[src/rtl/serial_pkg.sv]
// rtl/serial_pkg.sv - shared state encoding and line levels for the serial transmitter
package serial_pkg;

  typedef enum logic [1:0] {
    IDLE  = 2'd0,
    START = 2'd1,
    DATA  = 2'd2,
    STOP  = 2'd3
  } state_t;

  localparam logic LINE_IDLE  = 1'b1;
  localparam logic LINE_START = 1'b0;

endpackage

[src/rtl/serial_tx_bit_timer.sv]
// rtl/serial_tx_bit_timer.sv - per-bit cycle counter producing a terminal-count tick
module bit_timer #(
  parameter int CLKS_PER_BIT = 4
) (
  input  logic clk,
  input  logic rst,
  input  logic en,
  output logic tick
);

  localparam int CW = (CLKS_PER_BIT > 1) ? $clog2(CLKS_PER_BIT) : 1;
  localparam logic [CW-1:0] LAST = CW'(CLKS_PER_BIT - 1);

  logic [CW-1:0] cnt;

  // Count while enabled, wrap at terminal count, hold at zero while idle
  always_ff @(posedge clk) begin
    if (rst || !en || (cnt == LAST)) begin
      cnt <= '0;
    end else begin
      cnt <= cnt + 1'b1;
    end
  end

  assign tick = en && (cnt == LAST);

endmodule

[src/rtl/serial_tx.sv]
// rtl/serial_tx.sv - parallel-in serial-out frame transmitter (start, LSB-first data, stop)
module serial_tx
  import serial_pkg::*;
#(
  parameter int WIDTH        = 8,
  parameter int CLKS_PER_BIT = 4
) (
  input  logic             clk,
  input  logic             rst,
  input  logic [WIDTH-1:0] data_in,
  input  logic             valid,
  output logic             ready,
  output logic             tx,
  output logic             busy,
  output logic             done
);

  localparam int BW = (WIDTH > 1) ? $clog2(WIDTH + 1) : 1;
  localparam logic [BW-1:0] LAST_BIT = BW'(WIDTH - 1);

  state_t           state, state_next;
  logic [WIDTH-1:0] shreg, shreg_next;
  logic [BW-1:0]    bit_cnt, bit_cnt_next;
  logic             tx_next, ready_next, busy_next, done_next;
  logic             tick;

  // The timer runs for the whole frame; it is already at zero on the accept edge
  bit_timer #(
    .CLKS_PER_BIT(CLKS_PER_BIT)
  ) u_bit_timer (
    .clk (clk),
    .rst (rst),
    .en  (state != IDLE),
    .tick(tick)
  );

  // State, shift register and all outputs are registered together
  always_ff @(posedge clk) begin
    if (rst) begin
      state   <= IDLE;
      shreg   <= '0;
      bit_cnt <= '0;
      tx      <= LINE_IDLE;
      ready   <= 1'b1;
      busy    <= 1'b0;
      done    <= 1'b0;
    end else begin
      state   <= state_next;
      shreg   <= shreg_next;
      bit_cnt <= bit_cnt_next;
      tx      <= tx_next;
      ready   <= ready_next;
      busy    <= busy_next;
      done    <= done_next;
    end
  end

  // Next-state logic: every line change happens on a bit-timer tick except the accept
  always_comb begin
    state_next   = state;
    shreg_next   = shreg;
    bit_cnt_next = bit_cnt;
    tx_next      = tx;
    ready_next   = ready;
    busy_next    = busy;
    done_next    = 1'b0;
    case (state)
      IDLE: begin
        if (valid) begin
          state_next   = START;
          shreg_next   = data_in;
          bit_cnt_next = '0;
          tx_next      = LINE_START;
          ready_next   = 1'b0;
          busy_next    = 1'b1;
        end
      end
      START: begin
        if (tick) begin
          state_next   = DATA;
          tx_next      = shreg[0];
          bit_cnt_next = '0;
        end
      end
      DATA: begin
        if (tick) begin
          if (bit_cnt == LAST_BIT) begin
            state_next = STOP;
            tx_next    = LINE_IDLE;
          end else begin
            // Shift first so the new LSB is the bit going out next
            shreg_next   = shreg >> 1;
            tx_next      = shreg_next[0];
            bit_cnt_next = bit_cnt + 1'b1;
          end
        end
      end
      STOP: begin
        if (tick) begin
          state_next = IDLE;
          tx_next    = LINE_IDLE;
          ready_next = 1'b1;
          busy_next  = 1'b0;
          done_next  = 1'b1;
        end
      end
      default: begin
        state_next = IDLE;
      end
    endcase
  end

endmodule

[config.mk]
export PLATFORM = sky130hd
export DESIGN_NAME = serial_tx
export DESIGN_NICKNAME = d
export VERILOG_FILES = /design/src/rtl/serial_pkg.sv /design/src/rtl/serial_tx_bit_timer.sv /design/src/rtl/serial_tx.sv
export SDC_FILE = /design/constraint.sdc
export NUM_CORES = 1
export LEC_CHECK = 0
export BUFFER_PORTS_ARGS = -buffer_cell sky130_fd_sc_hd__buf_4
export CORE_MARGIN = 2
export CORE_UTILIZATION = 59
export DETAILED_ROUTE_END_ITERATION = 8
export MAX_ROUTING_LAYER = met4
export PLACE_DENSITY = 0.82
export SLEW_MARGIN = 15
export SYNTH_ARGS = -nofsm -noshare
export SYNTH_HDL_FRONTEND = slang
export SYNTH_SLANG_ARGS = --single-unit
export TNS_END_PERCENT = 30
[constraint.sdc]
create_clock -name clk -period 6 [get_ports clk]
set_clock_uncertainty 0.05 [all_clocks]
set_input_delay 0.3 -clock clk [delete_from_list [all_inputs] [get_ports clk]]
set_output_delay 0.3 -clock clk [all_outputs]
set_load 0.05 [all_outputs]
==> reports/results.tsv, run 1 <==
stage	metric	value	unit
run_status	status	complete, no violations	
power	p_int	297	µW
placement	pre_cts_slack	3710	ps
timing	fin_setup_tns	0	ps
finish	stdcell_count	140	
setup_path	crit_fanout	16	
synthesis	ys_types	34	
clock_network	htreeDepth	1	
synthesis	syn_area	1040	µm²
floorplanning	pin_count	15	
power	combPwrFrac	0.495	
timing	final.setup.worst_slack	3690	ps
placement	port_buffers	14	
power	powerDensity	443	nW/µm²
finish	num_antenna_cells	0	
finish	drive_gt1_frac	0.187	
floorplanning	core	1690	µm²
detailed_routing	wl_per_cell	14.0	µm
finish	most-common-layout-cells	20 x dfxtp_1, 15 x nor2_1, 14 x buf_4	
clock_network	cts_setup_buffers	0	
placement	dpl.hpwl	1420	µm
job	maxCapViolCount	0	
clock_network	cts_hold_buf	0	
clock_network	ctsLongestPathBuffers	2	
floorplanning	die_width	45.9	µm
power	ir_worst_vdd	0.000287	V
detailed_routing	via_per_inst	6.11	
clock_network	post_cts_resized	0	
setup_path	end_kind	flop	
timing	timing.final.crit_period	2310	ps
synthesis	synth_seq_cells	20	
timing	max_freq	433	MHz
floorplanning	initial_utilization	0.614	
synthesis	synth_nets	130	
power	switchingPower	214	µW
floorplanning	die_area	2110	µm²
synthesis	yosys.area_share.xor_xnor	0	
synthesis	avgSynthCellArea	9.26	µm²
floorplanning	rows	15	
grt	grt_usage	0.229	
finish	area_growth	11.2	%
synthesis	synthCells	112	
detailed_routing	ant_nets	0	
finish	fin_nets	143	
placement	post-place-cells	137	
timing	post-route-period-util	0.385	
detailed_routing	num_vias	856	
timing	relSlewSlack	0.539	
timing	tightest_slew	692	ps
finish	mostFrequentLayoutCell	dfxtp_1	
finish	multiInputGateArea	589	µm²
floorplanning	die_h	45.9	µm
timing	slew_viol_final	0	
placement	gp_congestion	0.862	
min_path	worst_hold_path_type	in -> reg	
synthesis	synthMuxAreaShare	0.0772	
detailed_routing	drt-total-wl	1960	µm
power	leakage	0.454	nW
synthesis	yosys_warnings	0	
finish	nFillCells	144	
grt	grt_pass1_wl	3250	µm
timing	finalHoldWorstSlack	196	ps
synthesis	synth_top_family_by_area	simple AND/OR/NAND/NOR gates	
power	switching_share	0.419	
setup_path	worstSetupPathType	reg -> reg	
synthesis	synth_seq_area_share	0.386	
grt	grt_pass1_vias	738	
detailed_routing	drc	0	
clock_network	tritoncts	done	
synthesis	synth_simple_gate_area_share	0.218	
setup_path	start_kind	flop	
clock_network	cts.clk_slew.worst_paths	110	ps
finish	final_core_util	0.683	
timing	rsz0062_at_grt	no	
finish	regArea	400	µm²
grt	grt-ovfl-total	0	
timing	final-setup-viol-count	0	
synthesis	synthAdderAreaFrac	0.0844	
timing	finalHoldViolCount	0	
detailed_routing	firstDrtPassIters	4	
clock_network	cts_inserted_buffers	3	
clock_network	clk_latency	300	ps
power	clockPowerShare	0.124	
grt	grt_start_max_net_pins	21	
clock_network	cts_root_buffer	clkbuf_4	
power	seq_power_share	0.381	
detailed_routing	drtIter0Drc	20	
synthesis	synth_compound_area_frac	0.188	
setup_path	required	6160	ps
grt	antenna_found_initial	0	
clock_network	clock-sinks	20	
setup_path	crit_arrival	2470	ps
==> registers in the layout (all words and copies together) (netlist names) <==
name and flops:
shreg 8, bit_cnt 4, state 2, u_bit_timer.cnt 2, busy 1, done 1, ready 1, tx 1
==> kinds of logic (layout without fill, tap and decap cells) <==
group	count (synthesis)	count (layout)
mux	8	8
fa+ha+maj	7	7
flops	20	20
buf+inv	10	21
compound gates	26	26
simple gates	41	41
==> routing by layer <==
metal / vias to the layer above / wire length [µm] / global-route usage
met5: - / 0 / -
met4: 0 / 42 / 0.120
met3: 5 / 101 / 0.0476
met2: 25 / 964 / 0.344
met1: 396 / 846 / 0.286
li1: 430 / - / -
==> layout make-up <==
cell class                 count  area share
timing repair buffer          14      0.0911
clock buffer                   3      0.0195
tap                           17      0.0184
multi-input combinational     82       0.511
sequential                    20       0.347
inverter                       4      0.0130
==> critical path, cell delays in order (launching register included) <==
cell and delay [ps]:
dfxtp_1 360, inv_1 110, ha_1 610, inv_2 150, o31ai_4 590, nor2_1 80
a211oi_1 260
==> synthesized netlist by cell type (all sizes together) <==
master,n,area (µm²)
dfxtp,20,400
nor2,15,56.3
a211oi,9,67.6
mux2i,8,80.1
ha,7,87.6
nand2,5,18.8
nand2b,5,38.8
o21ai,5,25.0
a21oi,4,20.0
inv,4,15.0
nor3,4,20.0
buf,3,21.3
clkbuf,3,11.3
nand3b,2,15.0
nor3b,2,15.0
nor4,2,12.5
a211o,1,8.76
a221oi,1,8.76
a41o,1,10.0
and3b,1,12.5
nand3,1,5.00
nor2b,1,6.26
nor4b,1,8.76
o21bai,1,7.51
o221a,1,11.3
o22ai,1,6.26
o311ai,1,8.76
o31ai,1,21.3
or3,1,6.26
or4,1,11.3
==> through the flow <==
step	cell area [µm²]	power, mW
floorplan	1040	0.407
global placement	1130	0.440
detailed placement	1130	0.451
CTS	1150	0.515
global route	1150	0.554
finish	1150	0.511
==> power groups by stage <==
stage	logic [mW]	clock network, mW	registers [mW]
finish	0.253	0.0635	0.195
global route	0.283	0.0717	0.199
floorplan	0.194	0	0.214
global placement	0.246	0	0.194
CTS	0.255	0.0652	0.195
detailed placement	0.253	0	0.198
==> path summary, 6_finish.rpt <==
kind / from / to / slack, ps / depth (start not counted)
max: state[0]$_SDFFE_PP0P_ / shreg[0]$_SDFFE_PP0P_ / 3690 / 6
min: data_in[7] / shreg[7]$_SDFFE_PP0P_ / 200 / 2
max reg2reg: state[0]$_SDFFE_PP0P_ / shreg[0]$_SDFFE_PP0P_ / 3690 / 6
min reg2reg: u_bit_timer.cnt[0]$_SDFF_PP0_ / u_bit_timer.cnt[0]$_SDFF_PP0_ / 410 / 1
(Power assumes the default switching activity.)
==> run 2: changes to the inputs <==
Settings changed: CORE_UTILIZATION 59 to 49, PLACE_DENSITY 0.82 to 0.73.
Clock period 6 ns to 1.9 ns, I/O delays scaled along.
==> run 2 against run 1 <==
Effect of this change: flip-flop and latch count stayed put; total power grew to 3.5 times the previous value; hold slack worse by 150 ps; utilization is 4.7 points lower; worst setup slack worse by 3700 ps; via count is 2.0% higher; clock power grew to 3.9 times the previous value; critical path type unchanged; largest cell class unchanged.
==> reports/results.tsv, run 2 (same netlist as run 1, synthesis figures left out) <==
stage	metric	value	unit	change
timing	fin_setup_tns	0	ps	unchanged
timing	finalHoldViolCount	0		unchanged
clock_network	cts_root_buffer	clkbuf_4		unchanged
timing	timing.final.crit_period	1870	ps	was 2310 ps
floorplanning	initial_utilization	0.523		was 0.614
job	maxCapViolCount	0		unchanged
floorplanning	pin_count	15		unchanged
detailed_routing	drtIter0Drc	19		was 20
min_path	min_from	rst		was data_in[7]
setup_path	start_kind	flop		unchanged
grt	antenna_found_initial	0		unchanged
placement	gp_congestion	0.886		was 0.862
grt	grt_pass1_vias	757		was 738
setup_path	cp-startpoint	state[0]$_SDFFE_PP0P_		unchanged
finish	fin_area	1260	µm²	was 1150 µm²
min_path	worst_hold_path_type	in -> reg		unchanged
finish	nFillCells	167		was 144
grt	grt_pass1_wl	3390	µm	was 3250 µm
power	leakage	0.494	nW	was 0.454 nW
timing	tightest_slew	348	ps	was 692 ps
finish	most-common-layout-cells	18 x dfxtp_1, 18 x buf_4, 15 x nor2_1		was 20 x dfxtp_1, 15 x nor2_1, 14 x buf_4
grt	grt-ovfl-total	0		unchanged
setup_path	rr_startpoint	state[0]$_SDFFE_PP0P_		unchanged
placement	place_area	1170	µm²	was 1130 µm²
detailed_routing	ant_nets	0		unchanged
finish	largest_reg_flops	8		unchanged
detailed_routing	drt-total-wl	2090	µm	was 1960 µm
finish	num_antenna_cells	0		unchanged
timing	finalHoldWorstSlack	43.9	ps	was 196 ps
power	powerDensity	1430	nW/µm²	was 443 nW/µm²
detailed_routing	wl_per_cell	13.3	µm	was 14.0 µm
clock_network	clk_latency	310	ps	was 300 ps
timing	max_freq	536	MHz	was 433 MHz
finish	top_regs	shreg x8, bit_cnt x4		unchanged
setup_path	crit_chain	inv_1 -> ha_1 -> nand2b_4 -> or4_4 -> or3_1 -> o21ai_1		was inv_1 -> ha_1 -> inv_2 -> o31ai_4 -> nor2_1 -> a211oi_1
clock_network	ctsLongestPathBuffers	2		unchanged
finish	multiInputGateArea	608	µm²	was 589 µm²
detailed_routing	firstDrtPassIters	4		unchanged
run_status	status	complete, no violations		unchanged
grt	grt_usage	0.183		was 0.229
floorplanning	rows	16		was 15
timing	rsz0062_at_grt	yes		was no
clock_network	cts.clk_slew.worst_paths	110	ps	about the same
timing	slew_viol_final	0		unchanged
timing	final-setup-viol-count	0		unchanged
finish	drive_gt1_frac	0.277		was 0.187
finish	stdcell_count	157		was 140
placement	dpl.hpwl	1490	µm	was 1420 µm
setup_path	worstSetupPathType	reg -> reg		unchanged
placement	port_buffers	14		unchanged
setup_path	crit_arrival	2070	ps	was 2470 ps
floorplanning	core	1980	µm²	was 1690 µm²
timing	post-route-period-util	0.982		was 0.385
floorplanning	die_width	50.0	µm	was 45.9 µm
clock_network	clock-sinks	20		unchanged
floorplanning	die_h	50.0	µm	was 45.9 µm
setup_path	cp_slowest_stage_delay	500	ps	was 610 ps
grt	grt_start_max_net_pins	21		unchanged
finish	regMostFlops	shreg		unchanged
finish	area_growth	21.6	%	was 11.2%
clock_network	htreeDepth	1		unchanged
finish	fin_nets	149		was 143
setup_path	crit_fanout	4		was 16
finish	final_core_util	0.636		was 0.683
floorplanning	die_area	2500	µm²	was 2110 µm²
power	ir_worst_vdd	0.000866	V	was 0.000287 V
clock_network	tritoncts	done		unchanged
finish	regArea	403	µm²	was 400 µm²
setup_path	end_kind	flop		unchanged
timing	relSlewSlack	0.766		was 0.539
detailed_routing	via_per_inst	5.56		was 6.11
clock_network	cts_inserted_buffers	3		unchanged
setup_path	required	2100	ps	was 6160 ps
placement	post-place-cells	151		was 137
detailed_routing	num_vias	873		was 856
detailed_routing	drc	0		unchanged
setup_path	slowest_stage	or4_4		was ha_1
-- run 2: changes by cell type in the layout (fill, tap and decap cells not counted), sizes merged --
cell and delta:
dlygate4sd3 +1, buf +5, clkbuf +1
-- run 2: final timing paths --
path / to / slack (ps) / depth (start not counted)
setup reg to reg: bit_cnt[3]$_SDFFE_PP0P_ / 30 / 6
hold / removal: shreg[3]$_SDFFE_PP0P_ / 40 / 2
hold reg to reg: u_bit_timer.cnt[0]$_SDFF_PP0_ / 390 / 1
setup / recovery: bit_cnt[3]$_SDFFE_PP0P_ / 30 / 6
-- run 2: worst max-delay path: cells and delay by family, from the launching register on --
| family | cells | cell delay (ps) |
|---|---|---|
| flip-flops | 1 | 370 |
| AND/OR/NAND/NOR | 3 | 1020 |
| adder cells (fa/ha/maj) | 1 | 220 |
| AO/OA/AOI/OAI | 1 | 70 |
| buffers and inverters | 1 | 80 |
-- run 2: routing by layer --
layer  vias to the layer above  GRT usage  share of wire
met5                         -          -              0
met4                         0     0.0972          0.014
met3                         3     0.0303          0.037
met2                        17      0.281           0.50
met1                       412      0.228           0.45
li1                        441          -              -
-- run 2: power by group --
| group | switching (mW) | internal, mW | total [mW] |
|---|---|---|---|
| clock | 0.131 | 0.117 | 0.249 |
| sequential | 0.0814 | 0.541 | 0.623 |
| combinational | 0.515 | 0.418 | 0.933 |
-- run 2: final cells by class --
cell class              instances  area share
repair buffers                 20       0.131
inverters                       4      0.0119
multi-input cells              82       0.482
flip-flops and latches         20       0.319
well taps                      27      0.0268
clock buffers                   4      0.0288
-- run 2: metrics by stage --
| step | setup WS, ps | power (mW) |
|---|---|---|
| final | 33.4 | 1.80 |
| after global routing | -11.6 | 1.93 |
| after global placement | 61.4 | 1.45 |
| after detailed placement | 20.1 | 1.47 |
| after floorplan | 23.0 | 1.29 |
| after CTS | 21.8 | 1.73 |
-- run 2: timing repair --
item / in CTS / in global routing
hold endpoints to repair: 1 / 0
gates resized for setup: 1 / 5
hold buffers: 1 / 0
endpoints found under the setup margin: 1 / 15
pin swaps: 0 / 2
buffers inserted: 0 / 1
==> run 3: changes to the inputs <==
Settings changed: CTS_BUF_LIST set to sky130_fd_sc_hd__clkbuf_16.
==> run 3 against run 2 <==
Effect of this change: wire length grew 0.19%; sequential share of layout area shrank 0.74 points; count of clock-buffer cells in the layout shrank 1; utilization grew 1.5 points.
==> reports/results.tsv, run 3 (same netlist as run 1, synthesis figures left out) <==
stage	metric	value	unit	change
detailed_routing	dr_wl_met2	1060	µm	was 1040 µm
clock_network	cts.clk_slew.worst_paths	50	ps	was 110 ps
run_status	status	complete, no violations		unchanged
floorplanning	die_area	2500	µm²	unchanged
detailed_routing	drt-total-wl	2090	µm	about the same
power	leakage	0.509	nW	was 0.494 nW
detailed_routing	num_vias	895		was 873
timing	finalHoldViolCount	0		unchanged
grt	grt_pass1_vias	778		was 757
clock_network	htreeDepth	1		unchanged
detailed_routing	drc	0		unchanged
min_path	worst_hold_path_type	in -> reg		unchanged
clock_network	clk_latency	250	ps	was 310 ps
setup_path	crit_arrival	1990	ps	was 2070 ps
timing	post-route-period-util	0.974		was 0.982
setup_path	worstSetupPathType	reg -> reg		unchanged
grt	grt_usage	0.185		was 0.183
clock_network	cts_root_buffer	clkbuf_16		was clkbuf_4
floorplanning	die_h	50.0	µm	unchanged
timing	tightest_slew	409	ps	was 348 ps
clock_network	tritoncts	done		unchanged
floorplanning	initial_utilization	0.523		unchanged
finish	num_antenna_cells	0		unchanged
detailed_routing	ant_nets	0		unchanged
floorplanning	core	1980	µm²	unchanged
finish	fin_area	1290	µm²	was 1260 µm²
job	maxCapViolCount	0		unchanged
setup_path	regToRegEndpoint	bit_cnt[3]$_SDFFE_PP0P_		unchanged
placement	dpl.hpwl	1490	µm	unchanged
finish	fin_nets	148		was 149
setup_path	rr_startpoint	state[0]$_SDFFE_PP0P_		unchanged
detailed_routing	met3WireLength	107	µm	was 77 µm
finish	regMostFlops	shreg		unchanged
placement	pre_cts_slack	20.1	ps	unchanged
min_path	whs_endpoint	shreg[7]$_SDFFE_PP0P_		was shreg[3]$_SDFFE_PP0P_
placement	place_area	1170	µm²	unchanged
finish	largest_reg_flops	8		unchanged
setup_path	required	2040	ps	was 2100 ps
clock_network	cts_inserted_buffers	3		unchanged
clock_network	cts_hold_buf	0		was 1
setup_path	start_kind	flop		unchanged
finish	drive_gt1_frac	0.264		was 0.277
grt	grt_pass1_wl	3480	µm	was 3390 µm
grt	antenna_found_initial	0		unchanged
min_path	hold_depth	2		unchanged
grt	grt_start_max_net_pins	21		unchanged
detailed_routing	top_layer_used	met4		unchanged
min_path	min_from	data_in[7]		was rst
detailed_routing	met1_length	881	µm	was 939 µm
timing	slew_viol_final	0		unchanged
setup_path	end_kind	flop		unchanged
finish	most-common-layout-cells	18 x dfxtp_1, 18 x buf_4, 15 x nor2_1		unchanged
setup_path	r2r_slack	50	ps	was 30 ps
power	ir_worst_vdd	0.000953	V	was 0.000866 V
finish	top_regs	shreg x8, bit_cnt x4		unchanged
detailed_routing	drtIter0Drc	18		was 19
timing	max_freq	540	MHz	was 536 MHz
finish	area_growth	24.5	%	was 21.6%
floorplanning	rows	16		unchanged
grt	grt-ovfl-total	0		unchanged
clock_network	clock-sinks	20		unchanged
power	powerDensity	1530	nW/µm²	was 1430 nW/µm²
clock_network	ctsLongestPathBuffers	2		unchanged
detailed_routing	wl_per_cell	13.4	µm	was 13.3 µm
setup_path	crit_fanout	4		unchanged
timing	rsz0062_at_grt	yes		unchanged
detailed_routing	firstDrtPassIters	4		unchanged
detailed_routing	via_per_inst	5.74		was 5.56
timing	timing.final.crit_period	1850	ps	was 1870 ps
placement	gp_congestion	0.886		unchanged
timing	final.setup.worst_slack	48.5	ps	was 33.4 ps
setup_path	cp-startpoint	state[0]$_SDFFE_PP0P_		unchanged
floorplanning	pin_count	15		unchanged
timing	final-setup-viol-count	0		unchanged
timing	relSlewSlack	0.725		was 0.766
placement	port_buffers	14		unchanged
floorplanning	die_width	50.0	µm	unchanged
setup_path	reg2reg_depth	6		unchanged
run 3: changes by cell type in the layout (fill, tap and decap cells not counted):
cell,before,now
clkbuf_16,0,3
clkbuf_4,3,0
clkbuf_8,1,0
clkinv_1,0,1
dlygate4sd3_1,1,0
ha_1,5,6
ha_2,2,1
run 3: timing repair:
item / CTS / global route
resized for setup: 1 / 4
gates cloned: 0 / 0
pin swaps: 0 / 2
setup buffers: 0 / 1
setup endpoints to repair: 1 / 15
endpoints found under the hold margin: 0 / 0
run 3: metal layers:
layer  track usage  vias up
met5             -        -
met1         0.230      422
met4        0.0833        0
li1              -      439
met3        0.0212        5
met2         0.298       29
run 3: final cells by class:
cell class	instances	area, µm²
fill	162	691
multi-input combinational	82	606
sequential	20	403
timing repair buffer	19	155
clock buffer	3	75.1
tap	27	33.8
inverter	4	15.0
clock inverter	1	3.75
run 3: worst max path at each step:
stage | to | slack, ps
6_report | bit_cnt[3]$_SDFFE_PP0P_ | 50
5_1_grt | bit_cnt[2]$_SDFFE_PP0P_ | -20
4_1_cts | bit_cnt[3]$_SDFFE_PP0P_ | 8
3_5_place_dp | bit_cnt[3]$_SDFFE_PP0P_ | 20
3_3_place_gp | bit_cnt[3]$_SDFFE_PP0P_ | 60
2_1_floorplan | bit_cnt[3]$_SDFFE_PP0P_ | 20
run 3: power breakdown:
part | internal (mW) | switching, mW | total [mW]
logic | 0.413 | 0.512 | 0.925
clock network | 0.280 | 0.149 | 0.429
registers | 0.543 | 0.0794 | 0.622
run 3: through the flow:
| step | std cells | setup TNS (ps) | utilization | total power [mW] | hold slack [ps] |
|---|---|---|---|---|---|
| 2_1_floorplan | 112 | 0 | - | 1.29 | 215 |
| 3_3_place_gp | 151 | 0 | 0.593 | 1.45 | 304 |
| 3_5_place_dp | 151 | 0 | 0.593 | 1.47 | 311 |
| 4_1_cts | 155 | 0 | 0.634 | 1.91 | 49.6 |
| 5_1_grt | 156 | -25.1 | 0.652 | 2.11 | 46.6 |
| 6_report | 156 | 0 | 0.652 | 1.98 | 46.7 |
run 3: critical path, stage by stage, from the launching register on:
cell      delay (ps)
dfxtp_2          350
inv_1             80
ha_1             220
nand2b_4         170
or4_4            500
or3_1            350
o21ai_1           70
